[src/rtl/rowbuf_reader_if.sv]
// Bundle between the line-buffer scan-out engine and its environment: line
// control, buffer read port and pixel stream. `master` is the engine side.
interface rowbuf_reader_if #(
    parameter int ADDR_W = 11,
    parameter int DATA_W = 8
);
    logic              start;
    logic [ADDR_W-1:0] base;
    logic [ADDR_W:0]   len;
    logic              abort;
    logic              busy;
    logic              done;

    logic [ADDR_W-1:0] rb_adb;
    logic              rb_ceb;
    logic              rb_oce;
    logic [DATA_W-1:0] rb_dout;

    logic [DATA_W-1:0] px_data;
    logic              px_valid;
    logic              px_ready;
    logic              px_last;

    modport master (
        input  start, base, len, abort, rb_dout, px_ready,
        output busy, done, rb_adb, rb_ceb, rb_oce, px_data, px_valid, px_last
    );

    modport slave (
        output start, base, len, abort, rb_dout, px_ready,
        input  busy, done, rb_adb, rb_ceb, rb_oce, px_data, px_valid, px_last
    );
endinterface

[src/rtl/rowbuf_reader.sv]
// Line-buffer scan-out: issues reads into a 1-cycle-latency RAM and streams the
// data through a 2-entry skid FIFO. Define ROWBUF_READER_PXDOUBLE_EN for 2x horizontal zoom.
module rowbuf_reader #(
    parameter int ADDR_W = 11,
    parameter int DATA_W = 8
) (
    input  logic            clk,
    input  logic            reset_n,
    rowbuf_reader_if.master bus
);
    typedef enum logic [1:0] {IDLE, RUN, DRAIN} state_t;

    localparam logic [ADDR_W:0] ONE = (ADDR_W+1)'(1);

    state_t                 state;
    logic                   busy_r;
    logic                   done_r;
    logic [ADDR_W-1:0]      adb;
    logic [ADDR_W:0]        remaining;
    logic [ADDR_W:0]        len_r;
    logic [ADDR_W:0]        out_idx;
    logic                   inflight;

    logic [1:0][DATA_W-1:0] mem;
    logic                   wr_ptr;
    logic                   rd_ptr;
    logic [1:0]             count;

    logic                   px_valid;
    logic                   px_last;
    logic                   handshake;
    logic                   pop;
    logic                   ceb;
    logic [2:0]             occ;
    logic [ADDR_W:0]        last_idx;

    assign px_valid  = (count != 2'd0);
    assign handshake = px_valid && bus.px_ready;
    assign last_idx  = len_r - ONE;

`ifdef ROWBUF_READER_PXDOUBLE_EN
    // dup marks the second presentation of the FIFO head
    logic dup;
    assign pop     = handshake && dup;
    assign px_last = px_valid && dup && (out_idx == last_idx);
`else
    assign pop     = handshake;
    assign px_last = px_valid && (out_idx == last_idx);
`endif

    // Entries already owned (stored or arriving) after this cycle's pop; a new
    // read is only allowed when its data is guaranteed a slot.
    assign occ = {1'b0, count} + {2'b0, inflight} - {2'b0, pop};
    assign ceb = (state == RUN) && (remaining != '0) && !bus.abort && (occ < 3'd2);

    always_ff @(posedge clk) begin
        if (!reset_n || bus.abort) begin
            state     <= IDLE;
            busy_r    <= 1'b0;
            done_r    <= 1'b0;
            inflight  <= 1'b0;
            count     <= 2'd0;
            wr_ptr    <= 1'b0;
            rd_ptr    <= 1'b0;
            out_idx   <= '0;
            remaining <= '0;
`ifdef ROWBUF_READER_PXDOUBLE_EN
            dup       <= 1'b0;
`endif
            if (!reset_n) begin
                adb   <= '0;
                len_r <= '0;
                mem   <= '0;
            end
        end else begin
            done_r   <= 1'b0;
            inflight <= ceb;
            count    <= count + {1'b0, inflight} - {1'b0, pop};

            if (ceb) begin
                adb       <= adb + ADDR_W'(1);
                remaining <= remaining - ONE;
            end
            if (inflight) begin
                mem[wr_ptr] <= bus.rb_dout;
                wr_ptr      <= ~wr_ptr;
            end
            if (pop) begin
                rd_ptr  <= ~rd_ptr;
                out_idx <= out_idx + ONE;
            end
`ifdef ROWBUF_READER_PXDOUBLE_EN
            if (handshake) dup <= ~dup;
`endif

            case (state)
                IDLE: begin
                    if (bus.start) begin
                        if (bus.len != '0) begin
                            state     <= RUN;
                            busy_r    <= 1'b1;
                            adb       <= bus.base;
                            remaining <= bus.len;
                            len_r     <= bus.len;
                            out_idx   <= '0;
                        end else begin
                            done_r <= 1'b1;
                        end
                    end
                end
                RUN: begin
                    if (ceb && (remaining == ONE)) state <= DRAIN;
                end
                default: ;
            endcase

            // The line ends on the handshake of its final pixel, whatever state issued it
            if (busy_r && handshake && px_last) begin
                state  <= IDLE;
                busy_r <= 1'b0;
                done_r <= 1'b1;
            end
        end
    end

    assign bus.busy     = busy_r;
    assign bus.done     = done_r;
    assign bus.rb_adb   = adb;
    assign bus.rb_ceb   = ceb;
    assign bus.rb_oce   = 1'b1;
    assign bus.px_data  = mem[rd_ptr];
    assign bus.px_valid = px_valid;
    assign bus.px_last  = px_last;
endmodule

[src/flat_wrapper.sv]
// flat-port wrapper written by rule: the top's interface ports become plain ports
module rowbuf_reader_flat 
#(
    parameter int ADDR_W = 11,
    parameter int DATA_W = 8
)
  (clk, reset_n, bus_start, bus_base, bus_len, bus_abort, bus_rb_dout, bus_px_ready, bus_busy, bus_done, bus_rb_adb, bus_rb_ceb, bus_rb_oce, bus_px_data, bus_px_valid, bus_px_last);
  rowbuf_reader_if #(.ADDR_W(ADDR_W), .DATA_W(DATA_W)) bus_i ();
  input  logic clk;
  input  logic reset_n;
  input wire logic [$bits(bus_i.start)-1:0] bus_start;
  input wire logic [$bits(bus_i.base)-1:0] bus_base;
  input wire logic [$bits(bus_i.len)-1:0] bus_len;
  input wire logic [$bits(bus_i.abort)-1:0] bus_abort;
  input wire logic [$bits(bus_i.rb_dout)-1:0] bus_rb_dout;
  input wire logic [$bits(bus_i.px_ready)-1:0] bus_px_ready;
  output wire logic [$bits(bus_i.busy)-1:0] bus_busy;
  output wire logic [$bits(bus_i.done)-1:0] bus_done;
  output wire logic [$bits(bus_i.rb_adb)-1:0] bus_rb_adb;
  output wire logic [$bits(bus_i.rb_ceb)-1:0] bus_rb_ceb;
  output wire logic [$bits(bus_i.rb_oce)-1:0] bus_rb_oce;
  output wire logic [$bits(bus_i.px_data)-1:0] bus_px_data;
  output wire logic [$bits(bus_i.px_valid)-1:0] bus_px_valid;
  output wire logic [$bits(bus_i.px_last)-1:0] bus_px_last;
  assign bus_i.start = bus_start;
  assign bus_i.base = bus_base;
  assign bus_i.len = bus_len;
  assign bus_i.abort = bus_abort;
  assign bus_i.rb_dout = bus_rb_dout;
  assign bus_i.px_ready = bus_px_ready;
  assign bus_busy = bus_i.busy;
  assign bus_done = bus_i.done;
  assign bus_rb_adb = bus_i.rb_adb;
  assign bus_rb_ceb = bus_i.rb_ceb;
  assign bus_rb_oce = bus_i.rb_oce;
  assign bus_px_data = bus_i.px_data;
  assign bus_px_valid = bus_i.px_valid;
  assign bus_px_last = bus_i.px_last;
  rowbuf_reader #(.ADDR_W(ADDR_W), .DATA_W(DATA_W)) u_core (.clk(clk), .reset_n(reset_n), .bus(bus_i));
endmodule
[config.mk]
export PLATFORM = sky130hd
export DESIGN_NAME = rowbuf_reader_flat
export DESIGN_NICKNAME = d
export VERILOG_FILES = /design/src/rtl/rowbuf_reader_if.sv /design/src/rtl/rowbuf_reader.sv /design/src/flat_wrapper.sv
export SDC_FILE = /design/constraint.sdc
export NUM_CORES = 1
export LEC_CHECK = 0
export ABC_AREA = 0
export BUFFER_PORTS_ARGS = -buffer_cell sky130_fd_sc_hd__buf_4
export CAP_MARGIN = 20
export CORE_UTILIZATION = 55
export DETAILED_ROUTE_END_ITERATION = 10
export GPL_ROUTABILITY_DRIVEN = 0
export PLACE_DENSITY = 0.79
export REMOVE_ABC_BUFFERS = 1
export SLEW_MARGIN = 0
export SYNTH_ARGS = -nofsm -noshare
export SYNTH_HDL_FRONTEND = slang
export SYNTH_SLANG_ARGS = --single-unit
[constraint.sdc]
create_clock -name clk -period 3.69 [get_ports clk]
set_input_delay 0.738 -clock clk [delete_from_list [all_inputs] [get_ports clk]]
set_output_delay 0.738 -clock clk [all_outputs]
set_load 0.005 [all_outputs]
==> impl_metrics.py <==
metrics = {
    "sta": {
        "setup-violations-final": 0,
        "hold_viol_final": 0,
        "max_freq_ghz": 0.2856,
        "slew_headroom": 0.3464,
        "period_needed_ns": 3.501,
        "worst_slew_pin_slew_ns": 0.9791,
        "fin_tns_setup_ns": 0,
        "slew_violations": 0,
        "clock_skew_ns": 0.01075,
        "grt_setup_unrepaired": "no",
        "timing.final.crit_share": 0.9488,
    },
    "power": {
        "p_per_area_mw_per_mm2": 387.8,
        "ir_worst_vdd_mv": 0.1989,
        "p_leak_nw": 1.777,
    },
    "finish": {
        "diodes": 0,
        "drive_above_1_share": 0.2132,
        "area_delta_synth_final_pct": 18.84,
        "multi_input_area_mm2": 0.002027,
        "regArea_mm2": 0.001832,
        "nFillCells": 554,
        "nets": 508,
        "finalInstanceArea_mm2": 0.004720,
        "fin_cells": 565,
    },
    "clocking": {
        "tritoncts": "yes",
        "cts.sinks": 72,
        "cts.clk_slew.worst_paths_ns": 0.08,
        "htreeDepth": 3,
        "hold_buffers": 0,
        "root_buffer": "clkbuf_8",
        "clk_latency_ns": 0.36,
        "cts_buffers": 9,
        "clk_path_buf_depth": 2,
    },
    "placement": {
        "dpl.cell_count": 549,
        "dp_hpwl_um": 6074,
        "io_buffers": 59,
        "placed_area_mm2": 0.004506,
    },
    "yosys": {
        "synth_async_sr_flop_share": 0,
        "syn_avg_cell_area_um2": 9.758,
        "synth_cell_types": 50,
        "yosysSeqAreaShare": 0.4612,
        "yosys.area_share.xor_xnor": 0.1055,
        "synthMuxAreaShare": 0.06553,
        "synth_top_family_by_area": "simple AND/OR/NAND/NOR gates",
        "synth_compound_area_frac": 0.08633,
        "ys_ff_latch": 72,
        "netlist_instances": 407,
        "syn_area_mm2": 0.003971,
        "ys_warn_count": 0,
        "synth_adder_area_share": 0.02710,
        "synth_edf_count": 39,
        "ys.flop_type": "edfxtp_1",
        "synthSimpleGateAreaFrac": 0.2243,
    },
    "die": {
        "die_y_um": 86.98,
        "fp.coreArea_mm2": 0.006869,
        "die_x_um": 86.98,
        "start_util": 0.5781,
        "rows": 30,
        "die-area_mm2": 0.007565,
        "ioPinCount": 61,
    },
    "worst_hold_path": {
        "hp-start": "u_core.remaining[7]",
        "hp-class": "flop to flop",
    },
    "flow_run": {
        "drv_cap": 0,
    },
    "critical_path": {
        "crit_path_end_kind": "primary output",
        "start_kind": "flop",
        "worstPathRequired_ns": 2.95,
        "crit_type": "flop to primary output",
        "cp-startpoint": "u_core.count[1]",
        "cp.arrival_ns": 2.76,
        "critPathMaxFanout": 4,
        "r2r_start": "u_core.count[1]",
    },
    "grt": {
        "overflow": 0,
        "antenna_found_initial": 0,
        "grtUsageTotal": 0.2448,
        "grt_max_degree": 32,
        "grt_pass1_wl_um": 14110,
        "grt_pass1_vias": 3010,
    },
    "route": {
        "drt-initial-drc-count": 92,
        "drc": 0,
        "via_per_inst": 5.540,
        "drt_wl_total_um": 8413,
        "detail-route-antenna-nets": 0,
        "wl_per_cell_um": 14.89,
        "dr.pass1.iters": 4,
        "vias": 3130,
    },
    "run_status": {
        "status": "finished, final reports clean",
    },
}
report_power, final:
group / switching (mW) / leakage [nW] / internal (mW)
logic: 0.112 / 0.996 / 0.108
clock network: 0.311 / 0.102 / 0.378
registers: 0.0361 / 0.679 / 0.885
final timing paths:
path / end / slack [ns] / cells after the start
min reg2reg: u_core.remaining[7] / 0.50 / 2
max reg2reg: u_core.bus.rb_adb[8] / 0.48 / 13
min: u_core.remaining[7] / 0.50 / 2
max: bus_rb_ceb / 0.19 / 10
cells in the mapped netlist, types with 2 or more instances:
| library cell | instances | area, um^2 |
|---|---|---|
| nor4_1 | 10 | 62.56 |
| clkbuf_1 | 17 | 63.81 |
| xnor2_1 | 19 | 166.4 |
| inv_1 | 9 | 33.78 |
| or3_1 | 4 | 25.02 |
| a21oi_1 | 14 | 70.07 |
| and2_1 | 20 | 125.1 |
| ha_1 | 7 | 87.58 |
| nor2_1 | 52 | 195.2 |
| nor2b_1 | 2 | 12.51 |
| nand4_1 | 8 | 50.05 |
| a211oi_2 | 2 | 25.02 |
| nand3_1 | 15 | 75.07 |
| a31oi_1 | 4 | 25.02 |
| dfxtp_1 | 33 | 660.6 |
| nor3_1 | 6 | 30.03 |
| mux2_2 | 8 | 90.09 |
| and3_1 | 10 | 62.56 |
| buf_2 | 2 | 10.01 |
| nand2_1 | 23 | 86.33 |
| or2_2 | 3 | 18.77 |
| a211oi_1 | 7 | 52.55 |
| xor2_1 | 27 | 236.5 |
| o21ai_1 | 2 | 10.01 |
| edfxtp_1 | 39 | 1171 |
| o21ai_0 | 22 | 110.1 |
| mux2i_1 | 17 | 170.2 |
| and4_1 | 3 | 26.28 |
through the flow:
step	utilization	setup slack (ns)	total power, mW	hold slack, ns
finish	0.6871	0.1888	1.830	0.5006
CTS	0.6867	0.1379	1.832	0.4943
global route	0.6871	0.03622	1.896	0.5252
floorplan	-	0.4549	1.056	0.4585
detailed placement	0.6559	0.3370	1.157	0.4815
global placement	0.6559	0.4178	1.148	0.4818
per-layer routing:
metal / vias to the layer above / track usage / share of wire
met1: 1469 / 0.3047 / 0.45
met3: 17 / 0.04550 / 0.045
met5: - / 0 / 0
li1: 1557 / - / -
met4: 0 / 0.1258 / 0.024
met2: 87 / 0.4066 / 0.49
sequential cells by signal, summed over array words and instances, names as in the netlist:
name               count
u_core.bus.rb_adb     11
u_core.inflight        1
u_core.rd_ptr          1
u_core.state           2
u_core.bus.busy        1
u_core.len_r          12
u_core.remaining      12
u_core.bus.done        1
u_core.out_idx        12
u_core.count           2
u_core.wr_ptr          1
u_core.mem            16
cells by family (layout without fill, tap and decap cells):
kind of cell	after synthesis	in the layout
compound gates	57	57
mux	25	25
fa+ha+maj	8	8
simple gates	168	168
xor+xnor	47	47
flops	72	72
buf+inv	29	91
other cells	1	1
area by class of cell:
type / count / share of cell area
clock buffer: 10 / 0.02704
clock inverter: 6 / 0.01776
inverter: 9 / 0.007158
multi-input combinational: 306 / 0.4295
sequential: 72 / 0.3881
tap: 96 / 0.02545
timing repair buffer: 66 / 0.1050
layout by cell type (no fill, tap or decap), drive strengths merged, types with 3 or more instances in the layout:
cell     n
nand4    9
xor2    27
inv      9
a21oi   14
or2      3
ha       7
and3    10
a31oi    4
dfxtp   33
nand2   23
a211oi   9
or3      5
and2    21
mux2     8
buf     66
clkinv   3
edfxtp  39
nor2    52
nor4    10
nand3   15
o21ai   24
nor3     6
clkbuf  10
and4     3
xnor2   20
mux2i   17
repair_timing:
item                       4_1_cts  5_1_grt
resized for setup                0        1
setup buffers                    0        0
setup endpoints to repair        0        1
worst max-delay path, cell delays in order (launching register included):
cell     delay (ns)
dfxtp_1        0.35
or2_2          0.34
and2_1         0.23
nand2_1        0.14
nand2_1        0.08
ha_1           0.20
fa_1           0.45
nor2_1         0.09
and4_1         0.25
and2_4         0.18
buf_4          0.11
No activity file was read; power rests on OpenSTA's default activity.
